`config.mk`:
```
export PLATFORM = sky130hd
export DESIGN_NAME = xadc_drp_reader
export DESIGN_NICKNAME = d
export VERILOG_FILES = /design/src/rtl/xadc_drp_reader.sv
export SDC_FILE = /design/constraint.sdc
export NUM_CORES = 1
export LEC_CHECK = 0
export BUFFER_PORTS_ARGS = -buffer_cell sky130_fd_sc_hd__buf_2
export CORE_MARGIN = 3
export CORE_UTILIZATION = 40
export CTS_CLUSTER_SIZE = 8
export DETAILED_ROUTE_END_ITERATION = 8
export HOLD_SLACK_MARGIN = 0.05
export PLACE_DENSITY_LB_ADDON = 0.08
export SETUP_SLACK_MARGIN = 0.02
export SLEW_MARGIN = 40
export SYNTH_ARGS = -nofsm -noshare
export SYNTH_HDL_FRONTEND = slang
export SYNTH_SLANG_ARGS = --single-unit
```
`constraint.sdc`:
```
create_clock -name clk -period 5.1 [get_ports clk]
set_input_delay 1.02 -clock clk [delete_from_list [all_inputs] [get_ports clk]]
set_output_delay 1.02 -clock clk [all_outputs]
set_load 0.01 [all_outputs]
```
`src/rtl/xadc_drp_reader.sv`:
```
// xadc_drp_reader: DRP read master for the XADC temperature channel.
// On every end-of-conversion it issues one DRP read of DRP_ADDR and waits a
// bounded time for drdy_in. It then captures the 12-bit code and converts it
// to signed whole degrees Celsius. A free-running update counter presents
// the latest value to the display path once per UPDATE_CYCLES.
// Optional feature macro: XADC_AVG_EN. When it is defined, 2^AVG_LOG2
// successful reads are block-averaged before each conversion.
module xadc_drp_reader #(
    parameter logic [6:0] DRP_ADDR       = 7'h00,
    parameter int         TIMEOUT_CYCLES = 64,
    parameter int         UPDATE_CYCLES  = 100000000
`ifdef XADC_AVG_EN
    ,
    parameter int         AVG_LOG2       = 3
`endif
) (
    input  logic        clk,
    input  logic        rst_n,
    input  logic        eoc_in,
    output logic        den_out,
    output logic [6:0]  daddr_out,
    input  logic        drdy_in,
    input  logic [15:0] do_in,
    output logic [11:0] raw_code,
    output logic [11:0] temp_c,
    output logic        temp_valid,
    output logic        timeout_err
);

    localparam int TW = $clog2(TIMEOUT_CYCLES + 1);
    localparam int UW = (UPDATE_CYCLES > 1) ? $clog2(UPDATE_CYCLES) : 1;
    localparam logic [TW-1:0] TO_LAST  = TW'(TIMEOUT_CYCLES - 1);
    localparam logic [TW-1:0] TO_ONE   = TW'(1);
    localparam logic [UW-1:0] UPD_LAST = UW'(UPDATE_CYCLES - 1);
    localparam logic [UW-1:0] UPD_ONE  = UW'(1);

    typedef enum logic [1:0] {
        ST_IDLE = 2'd0,
        ST_REQ  = 2'd1,
        ST_WAIT = 2'd2,
        ST_CONV = 2'd3
    } state_t;

    // ((code * 504) >> 12) - 273, using a 21-bit unsigned product. The
    // result spans -273..230, so it always fits in 12-bit two's complement.
    function automatic logic [11:0] code_to_celsius(input logic [11:0] code);
        logic [20:0] prod;
        prod = {9'd0, code} * 21'd504;
        return {3'b000, prod[20:12]} - 12'd273;
    endfunction

    state_t          state_r;
    state_t          state_nxt_s;
    logic [TW-1:0]   to_cnt_r;
    logic [UW-1:0]   upd_cnt_r;
    logic            den_r;
    logic [11:0]     raw_r;
    logic [11:0]     latest_r;
    logic            have_sample_r;
    logic [11:0]     temp_r;
    logic            valid_r;
    logic            timeout_err_r;
    logic            read_ok_s;
    logic            timeout_hit_s;
    logic            block_last_s;
    logic            unused_low_bits_s;

    // The low nibble of the DRP word carries no ADC code bits.
    assign unused_low_bits_s = ^do_in[3:0];

`ifdef XADC_AVG_EN
    logic [12+AVG_LOG2-1:0] avg_sum_r;
    logic [12+AVG_LOG2-1:0] avg_sum_nxt_s;
    logic [AVG_LOG2-1:0]    avg_cnt_r;

    assign avg_sum_nxt_s = avg_sum_r + {{AVG_LOG2{1'b0}}, do_in[15:4]};
    assign block_last_s  = (avg_cnt_r == {AVG_LOG2{1'b1}});
`else
    assign block_last_s  = 1'b1;
`endif

    // State register.
    always_ff @(posedge clk or negedge rst_n) begin
        if (!rst_n) begin
            state_r <= ST_IDLE;
        end else begin
            state_r <= state_nxt_s;
        end
    end

    // Next-state logic; drdy_in is checked before the timeout so it wins a tie.
    always_comb begin
        state_nxt_s   = state_r;
        read_ok_s     = 1'b0;
        timeout_hit_s = 1'b0;
        case (state_r)
            ST_IDLE: begin
                if (eoc_in) begin
                    state_nxt_s = ST_REQ;
                end else begin
                    state_nxt_s = ST_IDLE;
                end
            end
            ST_REQ: begin
                state_nxt_s = ST_WAIT;
            end
            ST_WAIT: begin
                if (drdy_in) begin
                    read_ok_s = 1'b1;
                    if (block_last_s) begin
                        state_nxt_s = ST_CONV;
                    end else begin
                        state_nxt_s = ST_IDLE;
                    end
                end else if (to_cnt_r == TO_LAST) begin
                    timeout_hit_s = 1'b1;
                    state_nxt_s   = ST_IDLE;
                end else begin
                    state_nxt_s = ST_WAIT;
                end
            end
            ST_CONV: begin
                state_nxt_s = ST_IDLE;
            end
            default: begin
                state_nxt_s = ST_IDLE;
            end
        endcase
    end

    // Timeout counter: cleared in REQ, counts WAIT cycles without drdy_in.
    always_ff @(posedge clk or negedge rst_n) begin
        if (!rst_n) begin
            to_cnt_r <= {TW{1'b0}};
        end else if (state_r == ST_REQ) begin
            to_cnt_r <= {TW{1'b0}};
        end else if ((state_r == ST_WAIT) && !drdy_in && !timeout_hit_s) begin
            to_cnt_r <= to_cnt_r + TO_ONE;
        end else begin
            to_cnt_r <= to_cnt_r;
        end
    end

    // DRP enable is high exactly while the FSM sits in REQ; the error is sticky.
    always_ff @(posedge clk or negedge rst_n) begin
        if (!rst_n) begin
            den_r         <= 1'b0;
            timeout_err_r <= 1'b0;
        end else begin
            den_r         <= (state_nxt_s == ST_REQ);
            timeout_err_r <= timeout_err_r | timeout_hit_s;
        end
    end

`ifdef XADC_AVG_EN
    // Accumulate successful reads; the block average goes to raw_code.
    always_ff @(posedge clk or negedge rst_n) begin
        if (!rst_n) begin
            raw_r     <= 12'd0;
            avg_sum_r <= {(12+AVG_LOG2){1'b0}};
            avg_cnt_r <= {AVG_LOG2{1'b0}};
        end else if (read_ok_s) begin
            avg_cnt_r <= avg_cnt_r + {{(AVG_LOG2-1){1'b0}}, 1'b1};
            if (block_last_s) begin
                raw_r     <= avg_sum_nxt_s[12+AVG_LOG2-1:AVG_LOG2];
                avg_sum_r <= {(12+AVG_LOG2){1'b0}};
            end else begin
                avg_sum_r <= avg_sum_nxt_s;
            end
        end else begin
            avg_sum_r <= avg_sum_r;
        end
    end
`else
    // Capture the ADC code on every successful read.
    always_ff @(posedge clk or negedge rst_n) begin
        if (!rst_n) begin
            raw_r <= 12'd0;
        end else if (read_ok_s) begin
            raw_r <= do_in[15:4];
        end else begin
            raw_r <= raw_r;
        end
    end
`endif

    // Convert the captured code in CONV and mark that a sample exists.
    always_ff @(posedge clk or negedge rst_n) begin
        if (!rst_n) begin
            latest_r      <= 12'd0;
            have_sample_r <= 1'b0;
        end else if (state_r == ST_CONV) begin
            latest_r      <= code_to_celsius(raw_r);
            have_sample_r <= 1'b1;
        end else begin
            latest_r      <= latest_r;
        end
    end

    // Update period: present the latest value at terminal count if one exists.
    always_ff @(posedge clk or negedge rst_n) begin
        if (!rst_n) begin
            upd_cnt_r <= {UW{1'b0}};
            temp_r    <= 12'd0;
            valid_r   <= 1'b0;
        end else if (upd_cnt_r == UPD_LAST) begin
            upd_cnt_r <= {UW{1'b0}};
            if (have_sample_r) begin
                temp_r  <= latest_r;
                valid_r <= 1'b1;
            end else begin
                valid_r <= 1'b0;
            end
        end else begin
            upd_cnt_r <= upd_cnt_r + UPD_ONE;
            valid_r   <= 1'b0;
        end
    end

    assign den_out     = den_r;
    assign daddr_out   = DRP_ADDR;
    assign raw_code    = raw_r;
    assign temp_c      = temp_r;
    assign temp_valid  = valid_r;
    assign timeout_err = timeout_err_r;

endmodule

```
==> results.tsv <==
metric	value	unit
outcome	finished clean	
port bufs	42	
top-area cell type share of the netlist area	37.47	%
post-route insts no fill	677	
Post-synth EDFFs	0	
CTS tree	built	
Area growth syn-to-layout	18.42	%
register area share after synthesis	37.47	%
Fin. Hold Viols	0	
drt first-iter violations	171	
ANT nets after route	0	
most common cell after layout, fill and taps aside	dfrtp_1	
DP Area	0.005236	mm2
Root Driver	clkbuf_16	
CTS Buffer Depth	2	
Clock Pin Slew Worst Setup and Hold Paths	60	ps
crit path DAT	5120	ps
worst stage delay on the critical path	550	ps
Placed Instances	654	
MaxCap Viol Count	0	
Clock Skews	6.654	ps
Routed WL	8902	um
Post-Synthesis Cell Area	0.004808	mm2
synth warn	0	
kind of critical path	flop to flop	
Async S/R FF share, synth	100.0	%
post-DP HPWL	6737	um
DRC viols	0	
synth top area cells	dfrtp_1, fa_1, ha_1	
Crit. End Element	flop	
vias in the first global route	3445	
top_reg_cell synth	dfrtp_1	
Synth cell types	54	
CTS sink count	72	
# rows	39	
Die Wd	115.6	um
TNS Setup	0	ps
WL per Instance	13.15	um
Global Route Usage Sum	14.62	%
Congestion Overflow GR	0	
initial antenna violation count	0	
Die ar.	0.01337	mm2
type of origin of the critical path	flop	
worst path required time	5340	ps
#FFs+latches synth	72	
CP max-delay cell	fa_1	
final setup violation count	0	
FMAX	205.0	MHz
fin nets	609	
Vias per Instance	4.960	
share of layout cells above drive strength 1	25.66	%
first-pass GRT wire length	15530	um
Die Y	115.6	um
Num CTS Buffers	9	
Initial Util	41.58	%
largest net degree at the start of global routing	73	
1st-pass router iterations	4	
Slew HR	54.88	%
Skew-Pair Late Insertion Delay	330	ps
htree depth	3	
Cells after Synth	465	
io pins	54	
hold buffers post-CTS	0	
Antenna Cells	0	
RePlAce Congestion	0.7756	
Worst-Margin Slew	671.6	ps
Core Region	0.01156	mm2
Post-Layout Inst Area	0.005694	mm2
crit path max fanout	4	
Period minus WS final	4878	ps
synthesized area per cell	10.34	um2
post-route clock period utilization	95.65	%
via count	3358	
crit path cell chain	buf_4 -> fa_1 -> inv_1 -> fa_2 -> fa_1 -> inv_2 -> ha_4 -> buf_4 -> nand4_4 -> a21oi_4 -> nor3_2 -> xor2_1 -> ha_2 -> nand2_2 -> or3_1 -> mux2i_1 -> a211o_1 -> mux2_4 -> o31a_1 -> o31ai_1	
Hold Path Class	flop to flop	
most frequent cells in the layout	dfrtp_1, inv_1, buf_2, nor2_1	
area leader, netlist	dfrtp_1	
Max Slew Vio Count	0	
logic make-up (layout without fill, tap and decap cells):
| kind of cell | Yosys count | after routing | share of synthesized area (%) |
|---|---|---|---|
| AND/OR/NAND/NOR | 146 | 146 | 15.93 |
| buffers and inverters | 79 | 142 | 6.869 |
| flip-flops | 72 | 72 | 37.47 |
| adder cells (fa/ha/maj) | 58 | 58 | 19.78 |
| AO/OA/AOI/OAI | 42 | 42 | 6.115 |
| XOR/XNOR | 38 | 38 | 6.922 |
| multiplexers | 29 | 29 | 6.844 |
| other | 1 | 7 | 0.07799 |
what timing repair did:
| item | in CTS | in global routing |
|---|---|---|
| pin swaps | 5 | 22 |
| setup buffers | 3 | 6 |
| resized for setup | 3 | 23 |
| setup endpoints to repair | 1 | 2 |
cells in the mapped netlist (all sizes together), types with 12 or more instances:
cell / number
dfrtp: 72
inv: 64
nor2: 37
fa: 30
ha: 28
nand2: 28
mux2: 25
xor2: 20
xnor2: 18
nand3: 16
nor3: 12
o21ai: 12
worst max-delay path, delay by kind of cell, from the launching register on:
kind | cells | cell delay [ps]
adders and majority gates | 5 | 1990
AOI/OAI and AO/OA | 4 | 790
and+or+nand+nor | 4 | 500
muxes | 2 | 490
buffers and inverters | 4 | 390
DFF | 1 | 380
xor gates and xnor gates | 1 | 220
through the flow:
step / hold WS [ps] / utilization, % / setup slack, ps
2_1_floorplan: 444.6 / - / 76.43
3_3_place_gp: 436.7 / 45.22 / 52.54
3_5_place_dp: 442.6 / 45.28 / 2.974
4_1_cts: 454.1 / 47.90 / 47.47
5_1_grt: 469.4 / 49.24 / -5.133
6_report: 448.7 / 49.24 / 222.0
state kept, by name, indices dropped and copies added (netlist names):
signal	flops
have_sample_r	1
to_cnt_r	7
den_out	1
state_r	2
raw_code	12
upd_cnt_r	27
timeout_err	1
latest_r	10
temp_valid	1
temp_c	10
per-layer routing:
layer	wire [um]	GRT usage, %
met5	0	0
met4	103	4.099
met3	271	4.230
met2	4345	24.07
met1	4182	18.92
final timing paths:
check,start,end,slack (ps),cells after the start
min,timeout_err$_DFF_PN0_,timeout_err$_DFF_PN0_,450,1
max in group asynchronous,rst_n,raw_code[2]$_DFFE_PN0P_,3930,1
max,raw_code[4]$_DFFE_PN0P_,latest_r[6]$_DFFE_PN0N_,220,20
min reg2reg,timeout_err$_DFF_PN0_,timeout_err$_DFF_PN0_,450,1
max reg2reg,raw_code[4]$_DFFE_PN0P_,latest_r[6]$_DFFE_PN0N_,220,20
min in group asynchronous,rst_n,upd_cnt_r[9]$_DFF_PN0_,700,1
final cells by class:
type	count	area [um2]
Clock buffer	11	252.7
Clock inverter	3	18.77
Fill cell	1111	5871
Inverter	64	240.2
Multi-Input combinational cell	320	2814
Sequential cell	72	1808
Tap cell	143	178.9
Timing Repair Buffer	64	381.6
Power is left out: the tool's default activity adds up to more than one toggle a clock period on the data nets, which glitch-free logic cannot reach.
